===== src/rtl/dmem_arb_pkg.sv =====
// Shared types and default constants for the dmem arbiter.
// DMEM_ARB_LOCK_EN adds the LOCKED state to the FSM encoding.
package dmem_arb_pkg;

    localparam int NUM_REQ_DEF  = 4;
    localparam int AW_DEF       = 6;
    localparam int DW_DEF       = 32;
    localparam int LOCK_MAX_DEF = 16;

`ifdef DMEM_ARB_LOCK_EN
    typedef enum logic [1:0] {
        ST_IDLE   = 2'd0,
        ST_ACCESS = 2'd1,
        ST_LOCKED = 2'd2
    } arb_state_e;
`else
    typedef enum logic [0:0] {
        ST_IDLE   = 1'b0,
        ST_ACCESS = 1'b1
    } arb_state_e;
`endif

endpackage : dmem_arb_pkg


===== src/rtl/rr_pick.sv =====
// Combinational round-robin picker: the search starts one past the last
// winner and wraps, so every requester gets a turn within N picks.
module rr_pick #(
    parameter int N = 4
) (
    input  logic [N-1:0]         req_i,
    input  logic [$clog2(N)-1:0] last_i,
    output logic [N-1:0]         grant_o,
    output logic [$clog2(N)-1:0] idx_o,
    output logic                 valid_o
);

    localparam int IW = $clog2(N);

    logic [IW-1:0] cand;
    logic          found;

    // Walk the requesters in priority order and keep the first one asserted.
    // NOTE: every variable gets a default before the loop; a path that leaves
    // one unassigned would infer a latch.
    always_comb begin
        grant_o = '0;
        idx_o   = '0;
        found   = 1'b0;
        cand    = '0;
        for (int i = 1; i <= N; i++) begin
            cand = IW'((int'(last_i) + i) % N);
            if (!found && req_i[cand]) begin
                found          = 1'b1;
                grant_o[cand]  = 1'b1;
                idx_o          = cand;
            end
        end
        valid_o = found;
    end

endmodule : rr_pick


===== src/rtl/dmem_arbiter.sv =====
// Round-robin arbiter giving NUM_REQ requesters shared access to a
// single-port dmem with asynchronous read. One access per two cycles.
// Optional bus locking with timeout is built when DMEM_ARB_LOCK_EN is defined.
module dmem_arbiter
    import dmem_arb_pkg::*;
#(
    parameter int NUM_REQ  = NUM_REQ_DEF,
    parameter int AW       = AW_DEF,
    parameter int DW       = DW_DEF,
    parameter int LOCK_MAX = LOCK_MAX_DEF
) (
    input  logic                  clk,
    input  logic                  rst_n,
    input  logic [NUM_REQ-1:0]    req,
    input  logic [NUM_REQ-1:0]    we,
    input  logic [NUM_REQ*AW-1:0] addr,
    input  logic [NUM_REQ*DW-1:0] wdata,
`ifdef DMEM_ARB_LOCK_EN
    input  logic [NUM_REQ-1:0]    lock,
`endif
    output logic [NUM_REQ-1:0]    gnt,
    output logic [NUM_REQ-1:0]    rvalid,
    output logic [DW-1:0]         rdata,
`ifdef DMEM_ARB_LOCK_EN
    output logic                  lock_err,
`endif
    output logic                  mem_we,
    output logic [AW-1:0]         mem_a,
    output logic [DW-1:0]         mem_d,
    input  logic [DW-1:0]         mem_q
);

    localparam int IW = $clog2(NUM_REQ);

    if (NUM_REQ < 2 || NUM_REQ > 8 || LOCK_MAX < 1) begin : g_param_check
        $error("dmem_arbiter: NUM_REQ must be 2..8 and LOCK_MAX at least 1");
    end

    // Per-requester views of the packed address and data buses.
    logic [AW-1:0] addr_a  [NUM_REQ];
    logic [DW-1:0] wdata_a [NUM_REQ];

    for (genvar g = 0; g < NUM_REQ; g++) begin : g_unpack
        assign addr_a[g]  = addr[g*AW +: AW];
        assign wdata_a[g] = wdata[g*DW +: DW];
    end

    arb_state_e         state_q, state_d;
    logic [IW-1:0]      winner_q, winner_d;
    logic [NUM_REQ-1:0] winner_oh_q, winner_oh_d;
    logic [IW-1:0]      last_q, last_d;
    logic [NUM_REQ-1:0] rvalid_q, rvalid_d;
    logic [DW-1:0]      rdata_q, rdata_d;
    logic [AW-1:0]      mem_a_q, mem_a_d;
    logic [DW-1:0]      mem_d_q, mem_d_d;
    logic               access_en;

    logic [NUM_REQ-1:0] pick_oh;
    logic [IW-1:0]      pick_idx;
    logic               pick_valid;

`ifdef DMEM_ARB_LOCK_EN
    localparam int CW = $clog2(LOCK_MAX + 1);

    logic [CW-1:0] lock_cnt_q, lock_cnt_d;
    logic          lock_err_q, lock_err_d;
`endif

    rr_pick #(
        .N (NUM_REQ)
    ) u_rr_pick (
        .req_i   (req),
        .last_i  (last_q),
        .grant_o (pick_oh),
        .idx_o   (pick_idx),
        .valid_o (pick_valid)
    );

    // State and datapath registers; reset also aborts an in-flight access.
    // NOTE: sequential state uses non-blocking assignments so every register
    // samples the pre-edge value of the others.
    always_ff @(posedge clk) begin
        if (!rst_n) begin
            state_q     <= ST_IDLE;
            winner_q    <= '0;
            winner_oh_q <= '0;
            last_q      <= IW'(NUM_REQ - 1);
            rvalid_q    <= '0;
            rdata_q     <= '0;
            mem_a_q     <= '0;
            mem_d_q     <= '0;
`ifdef DMEM_ARB_LOCK_EN
            lock_cnt_q  <= '0;
            lock_err_q  <= 1'b0;
`endif
        end else begin
            state_q     <= state_d;
            winner_q    <= winner_d;
            winner_oh_q <= winner_oh_d;
            last_q      <= last_d;
            rvalid_q    <= rvalid_d;
            rdata_q     <= rdata_d;
            mem_a_q     <= mem_a_d;
            mem_d_q     <= mem_d_d;
`ifdef DMEM_ARB_LOCK_EN
            lock_cnt_q  <= lock_cnt_d;
            lock_err_q  <= lock_err_d;
`endif
        end
    end

    // Next-state logic and the memory/grant outputs of the ACCESS cycle.
    always_comb begin
        state_d     = state_q;
        winner_d    = winner_q;
        winner_oh_d = winner_oh_q;
        last_d      = last_q;
        rvalid_d    = '0;
        rdata_d     = rdata_q;
        mem_a_d     = mem_a_q;
        mem_d_d     = mem_d_q;
        access_en   = 1'b0;
`ifdef DMEM_ARB_LOCK_EN
        lock_cnt_d  = lock_cnt_q;
        lock_err_d  = 1'b0;
`endif

        unique case (state_q)
            ST_IDLE: begin
                if (pick_valid) begin
                    winner_d    = pick_idx;
                    winner_oh_d = pick_oh;
                    state_d     = ST_ACCESS;
                end
            end

            ST_ACCESS: begin
                // A withdrawn request or a reset in this cycle cancels the access.
                access_en = req[winner_q] && rst_n;
                state_d   = ST_IDLE;
                if (access_en) begin
                    last_d  = winner_q;
                    mem_a_d = addr_a[winner_q];
                    mem_d_d = wdata_a[winner_q];
                    if (!we[winner_q]) begin
                        rvalid_d = winner_oh_q;
                        rdata_d  = mem_q;
                    end
`ifdef DMEM_ARB_LOCK_EN
                    if (lock[winner_q]) begin
                        state_d = ST_LOCKED;
                    end
`endif
                end
            end

`ifdef DMEM_ARB_LOCK_EN
            ST_LOCKED: begin
                // The owner stays in winner_q; nobody else can be picked here.
                lock_cnt_d = lock_cnt_q + CW'(1);
                if (lock_cnt_q == CW'(LOCK_MAX - 1)) begin
                    state_d    = ST_IDLE;
                    lock_err_d = 1'b1;
                end else if (req[winner_q]) begin
                    state_d = ST_ACCESS;
                end
            end
`endif

            default: begin
                state_d = ST_IDLE;
            end
        endcase

`ifdef DMEM_ARB_LOCK_EN
        // The hold budget spans the whole lock, so it only clears on release.
        if (state_d == ST_IDLE) begin
            lock_cnt_d = '0;
        end
`endif

        gnt    = access_en ? winner_oh_q : '0;
        mem_we = access_en && we[winner_q];
        mem_a  = mem_a_d;
        mem_d  = mem_d_d;
    end

    assign rvalid = rvalid_q;
    assign rdata  = rdata_q;
`ifdef DMEM_ARB_LOCK_EN
    assign lock_err = lock_err_q;
`endif

endmodule : dmem_arbiter


===== config.mk =====
export PLATFORM = sky130hd
export DESIGN_NAME = dmem_arbiter
export DESIGN_NICKNAME = d
export VERILOG_FILES = /design/src/rtl/dmem_arb_pkg.sv /design/src/rtl/rr_pick.sv /design/src/rtl/dmem_arbiter.sv
export SDC_FILE = /design/constraint.sdc
export NUM_CORES = 1
export LEC_CHECK = 0
export ABC_AREA = 1
export CORE_AREA = 5 5 102 104
export DETAILED_ROUTE_END_ITERATION = 7
export DIE_AREA = 0 0 107 109
export DONT_BUFFER_PORTS = 1
export HOLD_SLACK_MARGIN = 0.12
export PLACE_DENSITY = 0.76
export SKIP_CTS_REPAIR_TIMING = 1
export SLEW_MARGIN = 20
export SYNTH_ARGS = -nofsm -noshare
export SYNTH_HDL_FRONTEND = slang
export SYNTH_HIERARCHICAL = 1
export SYNTH_SLANG_ARGS = --single-unit

===== constraint.sdc =====
create_clock -name clk -period 7 [get_ports clk]
set_input_delay 1.4 -clock clk [delete_from_list [all_inputs] [get_ports clk]]
set_output_delay 1.4 -clock clk [all_outputs]
set_load 0.005 [all_outputs]

==> flow_summary.rst, run 1 <==
.. list-table::
   :header-rows: 1

   * - Metric
     - Value
   * - Worst Path Required
     - between 5 and 6 ns
   * - Final-report hold violation count
     - 0
   * - Initial DRC Count
     - 335
   * - Count of final setup violators
     - 0
   * - Final std cell area, no fill
     - between 0.005 and 0.006 sq mm
   * - Share of the yosys chip area belonging to registers
     - 0.317
   * - Via count of the first global-routing pass
     - 4,775
   * - F_max
     - 222 MHz
   * - Fraction of synthesized cell area taken by the top area cell type
     - 0.317
   * - Reg2Reg Depth
     - 8
   * - Outcome
     - finished clean
   * - CTS HTree Levels
     - 3
   * - Classification of the worst setup path
     - flop to output pin
   * - Total of fill cells in the finished design
     - about 1,000
   * - Height of the die
     - 109 um
   * - Crit-path leading delay family
     - buffers and inverters
   * - Count of yosys warnings during synthesis
     - 6
   * - CTS Buf Count
     - 9
   * - Synth Cell Area
     - about 0.0052 sq mm
   * - Worst reg-to-reg setup slack
     - 3.56 ns
   * - Via/cell ratio
     - 5.41
   * - Placed Instance Area
     - between 0.005 and 0.006 sq mm
   * - Clock Pin Slew Worst Setup and Hold Paths
     - 0.08 ns
   * - Maximum resistive drop on vdd
     - 0.000154 V
   * - Die ar.
     - 0.0117 sq mm
   * - Top-level I/O count
     - around 270
   * - Synth area leader
     - dfxtp_1
   * - Worst hold path type
     - flop to flop
   * - CP endpoint kind
     - output pin
   * - Setup ws final
     - 2.50 ns
   * - Site row count
     - 36
   * - Distinct cells, synth
     - 25
   * - Worst slack at placement
     - 2.81 ns
   * - Worst r2r dst
     - rvalid[2]
   * - # nets final
     - 1,055
   * - Pin slew with the least headroom to its limit
     - 0.820 ns
   * - Antenna diode count
     - 0
   * - Worst slack on hold paths
     - 0.471 ns
   * - First-pass GRT wire length
     - 22,900 um
   * - Power per cell area
     - 389 mW/mm^2
   * - Data arrival time at the worst-slack endpoint
     - 3.10 ns
   * - Clk_skew
     - about 0.011 ns
   * - Post-detailed-route DRC marker count
     - 0
   * - Biggest fanout along the worst timing path
     - slightly above 80
   * - Kind of launch point of the worst setup path
     - flop
   * - Initial DRT Pass Iterations
     - 5
   * - LEAKAGE
     - 2.73 nW
   * - Post-synthesis to final-layout area growth
     - 1.60%
   * - Core area
     - 0.00946 sq mm
   * - Wire length per cell
     - 15.6 um
   * - Post-Route Setup TNS
     - 0 ns
   * - Critical path, cell by cell
     - buf_4 -> inv_4 -> nand2_1 -> nand3_2 -> nand3_4 -> o21ai_0 -> inv_1
   * - Final worst path period share
     - 0.643
   * - Antenna violations before repair
     - 0
   * - Synthesized flop and latch total
     - 83
   * - Reg-to-reg critical path startpoint
     - winner_q[0]
   * - Hpwl dp
     - 11,200 um
   * - Worst min-delay path endpoint
     - rvalid[2]
   * - Post-synthesis net count
     - 1,094
   * - Largest stage delay on the critical path
     - 0.60 ns
   * - Rel. slew slack
     - 0.453
   * - Total wirelength of the detailed-routed design
     - roughly 15,000 um
   * - Number of cells on the worst hold path
     - 2
   * - Maximum number of pins on one net before global-route repair
     - 83
   * - Effective utilization at floorplan
     - 0.554
   * - Share of cells above drive strength 1
     - 0.0524
   * - Overall routing resource usage
     - 0.245
   * - Source of the worst hold timing path
     - winner_oh_q[2]
   * - Crit path buffers/inverters
     - 3
   * - Maximum count of clock buffers along a single path
     - 2
   * - Final weighted congestion in routability-driven placement
     - 0.902
   * - Root Buffer
     - clkbuf_8
   * - Max-capacitance violation count
     - 0
   * - RSZ-0062 raised after global routing
     - false
   * - Overflow left after global routing
     - 0
   * - Cell count after synthesis
     - 892
   * - Library cell contributing the largest single delay on the critical path
     - inv_4
   * - Sink Count
     - 83
   * - Port Buf Inserts
     - 0
   * - Max-slew violation count
     - 0
   * - Horizontal die dimension
     - 107 um
   * - Clock period minus worst slack
     - around 4.5 ns
   * - Clock tree from TritonCTS
     - built
   * - Clock latency at the later pin of the worst-skew pair
     - 0.36 ns
   * - Count of antenna-violating nets left after detailed routing
     - 0
   * - Detailed-route via count
     - 5,257
   * - Post-synthesis area per instance
     - 5.87 sq um
   * - Ranking of synthesized cells by area
     - dfxtp_1, nand2_1, nor2_1, inv_1, nand3_1
## synth_stat cells (all sizes together)
master  number
nand2      249
nor2       217
inv         94
dfxtp       83
o21ai       69
nand3       58
a21oi       50
buf         37
clkbuf      17
ha           8
nand4        6
a21boi       4
## placed cells by master, fill, tap and decap left out
| master | count |
|---|---|
| a21boi_0 | 4 |
| a21oi_1 | 50 |
| buf_4 | 4 |
| bufinv_16 | 1 |
| clkbuf_8 | 9 |
| clkinv_4 | 3 |
| dfxtp_1 | 81 |
| dfxtp_2 | 2 |
| ha_1 | 8 |
| inv_1 | 88 |
| inv_2 | 4 |
| inv_4 | 1 |
| inv_6 | 2 |
| inv_8 | 2 |
| nand2_1 | 241 |
| nand2_2 | 5 |
| nand2_4 | 3 |
| nand3_1 | 53 |
| nand3_2 | 2 |
| nand3_4 | 3 |
| nand4_1 | 6 |
| nor2_1 | 213 |
| nor2_4 | 4 |
| o21ai_0 | 50 |
| o21ai_1 | 19 |
## power breakdown
group / total [mW] / switching (mW) / internal [mW]
Combinational: 1.11 / 0.783 / 0.324
Clock: 0.360 / 0.189 / 0.172
Sequential: 0.602 / 0.0488 / 0.553
## metrics by stage
step / power [mW] / std cells / utilization
floorplan: 1.55 / 892 / -
global placement: 1.68 / 956 / 0.541
detailed placement: 1.72 / 956 / 0.541
CTS: 2.08 / 972 / 0.563
global route: 2.27 / 972 / 0.563
finish: 2.07 / 972 / 0.563
## layout make-up
cell class | count | area [sq um] | area share
Tap cell | 114 | 143 | 0.0268
Inverter | 94 | 363 | 0.0682
Sequential cell | 83 | 1660 | 0.313
Multi-Input combinational cell | 661 | 2920 | 0.548
Clock buffer | 9 | 124 | 0.0233
Clock inverter | 7 | 85.1 | 0.0160
Timing Repair Buffer | 4 | 30.0 | 0.00564
## state kept, by name (all words and copies together), names as in the netlist
name / cells
state_q: 1
mem_d_q: 32
rdata: 32
winner_q: 2
last_q: 2
mem_a_q: 6
rvalid: 4
winner_oh_q: 4
## metal layers
layer  up-vias  part of all wire  global-route usage
met5         -                 0                   0
met4         0             0.025              0.0995
met3        26             0.083              0.0568
met2       239              0.49               0.418
met1      2327              0.40               0.298
li1       2665                 -                   -
## how the worst max path moves through the flow
stage,depth (start not counted),slack [ns],to,startpoint
floorplan,8,3.48,mem_a[0],req[3]
global route,7,2.13,mem_d[12],winner_q[0]
global placement,5,2.88,mem_d[12],req[3]
detailed placement,5,2.81,mem_d[12],req[1]
CTS,7,2.45,mem_d[12],winner_q[0]
finish,7,2.50,mem_d[12],winner_q[0]
## logic make-up after synthesis
logic type | after synthesis | share of synthesized area
and+or+nand+nor | 530 | 0.417
buffers and inverters | 148 | 0.128
AOI/OAI and AO/OA | 123 | 0.119
DFF | 83 | 0.317
adders and majority gates | 8 | 0.0191
## worst min-delay path: stages (launching register included)
cell     delay [ns]
dfxtp_1        0.30
inv_1          0.08
nor2_1         0.05
Power figures use the tool's default switching activity.
==> inputs of run 2 (changes only) <==
Settings changed: CORE_AREA 5 5 102 104 to unset, CORE_MARGIN set to 5, CORE_UTILIZATION set to 58, DIE_AREA 0 0 107 109 to unset, PLACE_DENSITY 0.76 to 0.8.
Clock period 7 ns to 3.8 ns, I/O delays scaled along.
==> run 2 against run 1 <==
  * Core utilization is 4.5 points higher
  * Clock power is 81% higher
  * Sequential share of layout area hardly changed
  * Clock skew is 0.0062 ns higher
  * Critical path type unchanged
  * Critical endpoint is now mem_d[11]
  * Largest cell class unchanged
==> flow_summary.rst, run 2 (synthesis results as in run 1) <==
.. list-table::
   :header-rows: 1

   * - Metric
     - Value
   * - # nets final
     - about 1,100
   * - Most frequent cells in the layout
     - nand2_1, nor2_1, inv_1
   * - Critical path, cell by cell
     - inv_4 -> nand2_1 -> nand3_2 -> nand3_4 -> o21ai_0 -> inv_1
   * - Final-report hold violation count
     - 0
   * - Post-synthesis to final-layout area growth
     - 1.58%
   * - Top-level I/O count
     - 273
   * - Clock latency at the later pin of the worst-skew pair
     - 0.35 ns
   * - Initial DRC Count
     - between 400 and 500
   * - Height of the die
     - about 110 um
   * - Pin slew with the least headroom to its limit
     - 0.770 ns
   * - Share of cells above drive strength 1
     - 0.0536
   * - Total of fill cells in the finished design
     - 889
   * - Worst hold path type
     - flop to flop
   * - Total wirelength of the detailed-routed design
     - 14,800 um
   * - Post-Route Setup TNS
     - 0 ns
   * - Kind of launch point of the worst setup path
     - flop
   * - Port Buf Inserts
     - 0
   * - Placed Instance Area
     - 0.00511 sq mm
   * - Biggest fanout along the worst timing path
     - 68
   * - Core area
     - slightly below 0.009 sq mm
   * - Clock Pin Slew Worst Setup and Hold Paths
     - 0.10 ns
   * - RSZ-0062 raised after global routing
     - false
   * - Maximum resistive drop on vdd
     - 0.000352 V
   * - Hpwl dp
     - 11,300 um
   * - Overflow left after global routing
     - 0
   * - Post-detailed-route DRC marker count
     - 0
   * - Worst Path Required
     - 3.04 ns
   * - CTS HTree Levels
     - 3
   * - LEAKAGE
     - 2.73 nW
   * - Library cell contributing the largest single delay on the critical path
     - nand3_4
   * - Clock period minus worst slack
     - 3.31 ns
   * - Root Buffer
     - clkbuf_8
   * - CTS Buf Count
     - 9
   * - Max-capacitance violation count
     - 0
   * - Worst slack on hold paths
     - about 0.47 ns
   * - Site row count
     - 34
   * - Via/cell ratio
     - 5.50
   * - Count of final setup violators
     - 0
   * - Max-slew violation count
     - 0
   * - Final weighted congestion in routability-driven placement
     - 0.889
   * - Largest stage delay on the critical path
     - 0.55 ns
   * - Outcome
     - finished clean
   * - Effective utilization at floorplan
     - 0.598
   * - Crit-path leading delay family
     - simple AND/OR/NAND/NOR gates
   * - First-pass GRT wire length
     - roughly 23,000 um
   * - Total Power
     - between 3 and 4 mW
   * - Overall routing resource usage
     - 0.248
   * - Final Core Density
     - 0.607
   * - Initial DRT Pass Iterations
     - 5
   * - Wire length per cell
     - ~15 um
   * - Crit path buffers/inverters
     - 2
   * - Horizontal die dimension
     - between 100 and 150 um
   * - F_max
     - about 300 MHz
   * - Power per cell area
     - 714 mW/mm^2
   * - Classification of the worst setup path
     - flop to output pin
   * - Maximum number of pins on one net before global-route repair
     - 69
   * - Data arrival time at the worst-slack endpoint
     - roughly 2.6 ns
   * - Detailed-route via count
     - between 5,000 and 6,000
   * - CP endpoint kind
     - output pin
   * - Via count of the first global-routing pass
     - around 4,700
   * - Final worst path period share
     - 0.872
   * - Maximum count of clock buffers along a single path
     - 2
   * - Clock tree from TritonCTS
     - built
   * - Rel. slew slack
     - 0.486
   * - Clk_skew
     - 0.0171 ns
   * - Count of antenna-violating nets left after detailed routing
     - 0
   * - Sink Count
     - 83
   * - Leading cell type in the layout, fill and taps excluded
     - nand2_1
   * - Final std cell area, no fill
     - 0.00532 sq mm
   * - Antenna violations before repair
     - 1
   * - Die ar.
     - 0.0110 sq mm
run 2: layer usage:
| layer | track usage | part of all wire | wire length [um] |
|---|---|---|---|
| met2 | 0.409 | 0.49 | 7190 |
| met5 | 0 | 0 | 0 |
| met3 | 0.0758 | 0.093 | 1380 |
| met4 | 0.0685 | 0.016 | 235 |
| met1 | 0.313 | 0.40 | 5950 |
run 2: layout make-up:
| class | count | area (sq um) | share of cell area |
|---|---|---|---|
| Antenna cell | 1 | 2.50 | 0.000470 |
| Clock buffer | 9 | 124 | 0.0233 |
| Clock inverter | 7 | 81.3 | 0.0153 |
| Inverter | 94 | 363 | 0.0682 |
| Multi-Input combinational cell | 661 | 2920 | 0.548 |
| Sequential cell | 83 | 1660 | 0.313 |
| Tap cell | 108 | 135 | 0.0254 |
| Timing Repair Buffer | 5 | 37.5 | 0.00705 |
run 2: worst register-to-register path, delay by kind of cell, from the launching register on:
family | cells | cell delay (ns)
DFF | 1 | 0.48
and+or+nand+nor | 5 | 1.73
buffers and inverters | 2 | 0.56
run 2: final timing paths:
| kind | start | end | slack [ns] | cells past startpoint |
|---|---|---|---|---|
| min reg2reg | winner_oh_q[1] | rvalid[1] | 0.47 | 2 |
| min | winner_oh_q[1] | rvalid[1] | 0.47 | 2 |
| max | winner_q[0] | mem_d[11] | 0.49 | 6 |
| max reg2reg | winner_q[0] | rvalid[0] | 0.95 | 7 |
run 2: report_power, final:
part	internal, mW	leakage (nW)	switching, mW
sequential	1.02	0.675	0.157
clock	0.313	0.101	0.339
combinational	0.600	1.95	1.37
run 2: through the flow:
stage,setup WS (ns),cells
final,0.486,968
after global routing,0.142,968
after CTS,0.451,967
after detailed placement,0.866,951
after global placement,0.896,951
after floorplan,1.56,892
==> inputs of run 3 (changes only) <==
Settings changed: HOLD_SLACK_MARGIN 0.12 to 0.02.
==> results of run 3 <==
The final DEF is identical to that of run 2; final timing and power are the same.
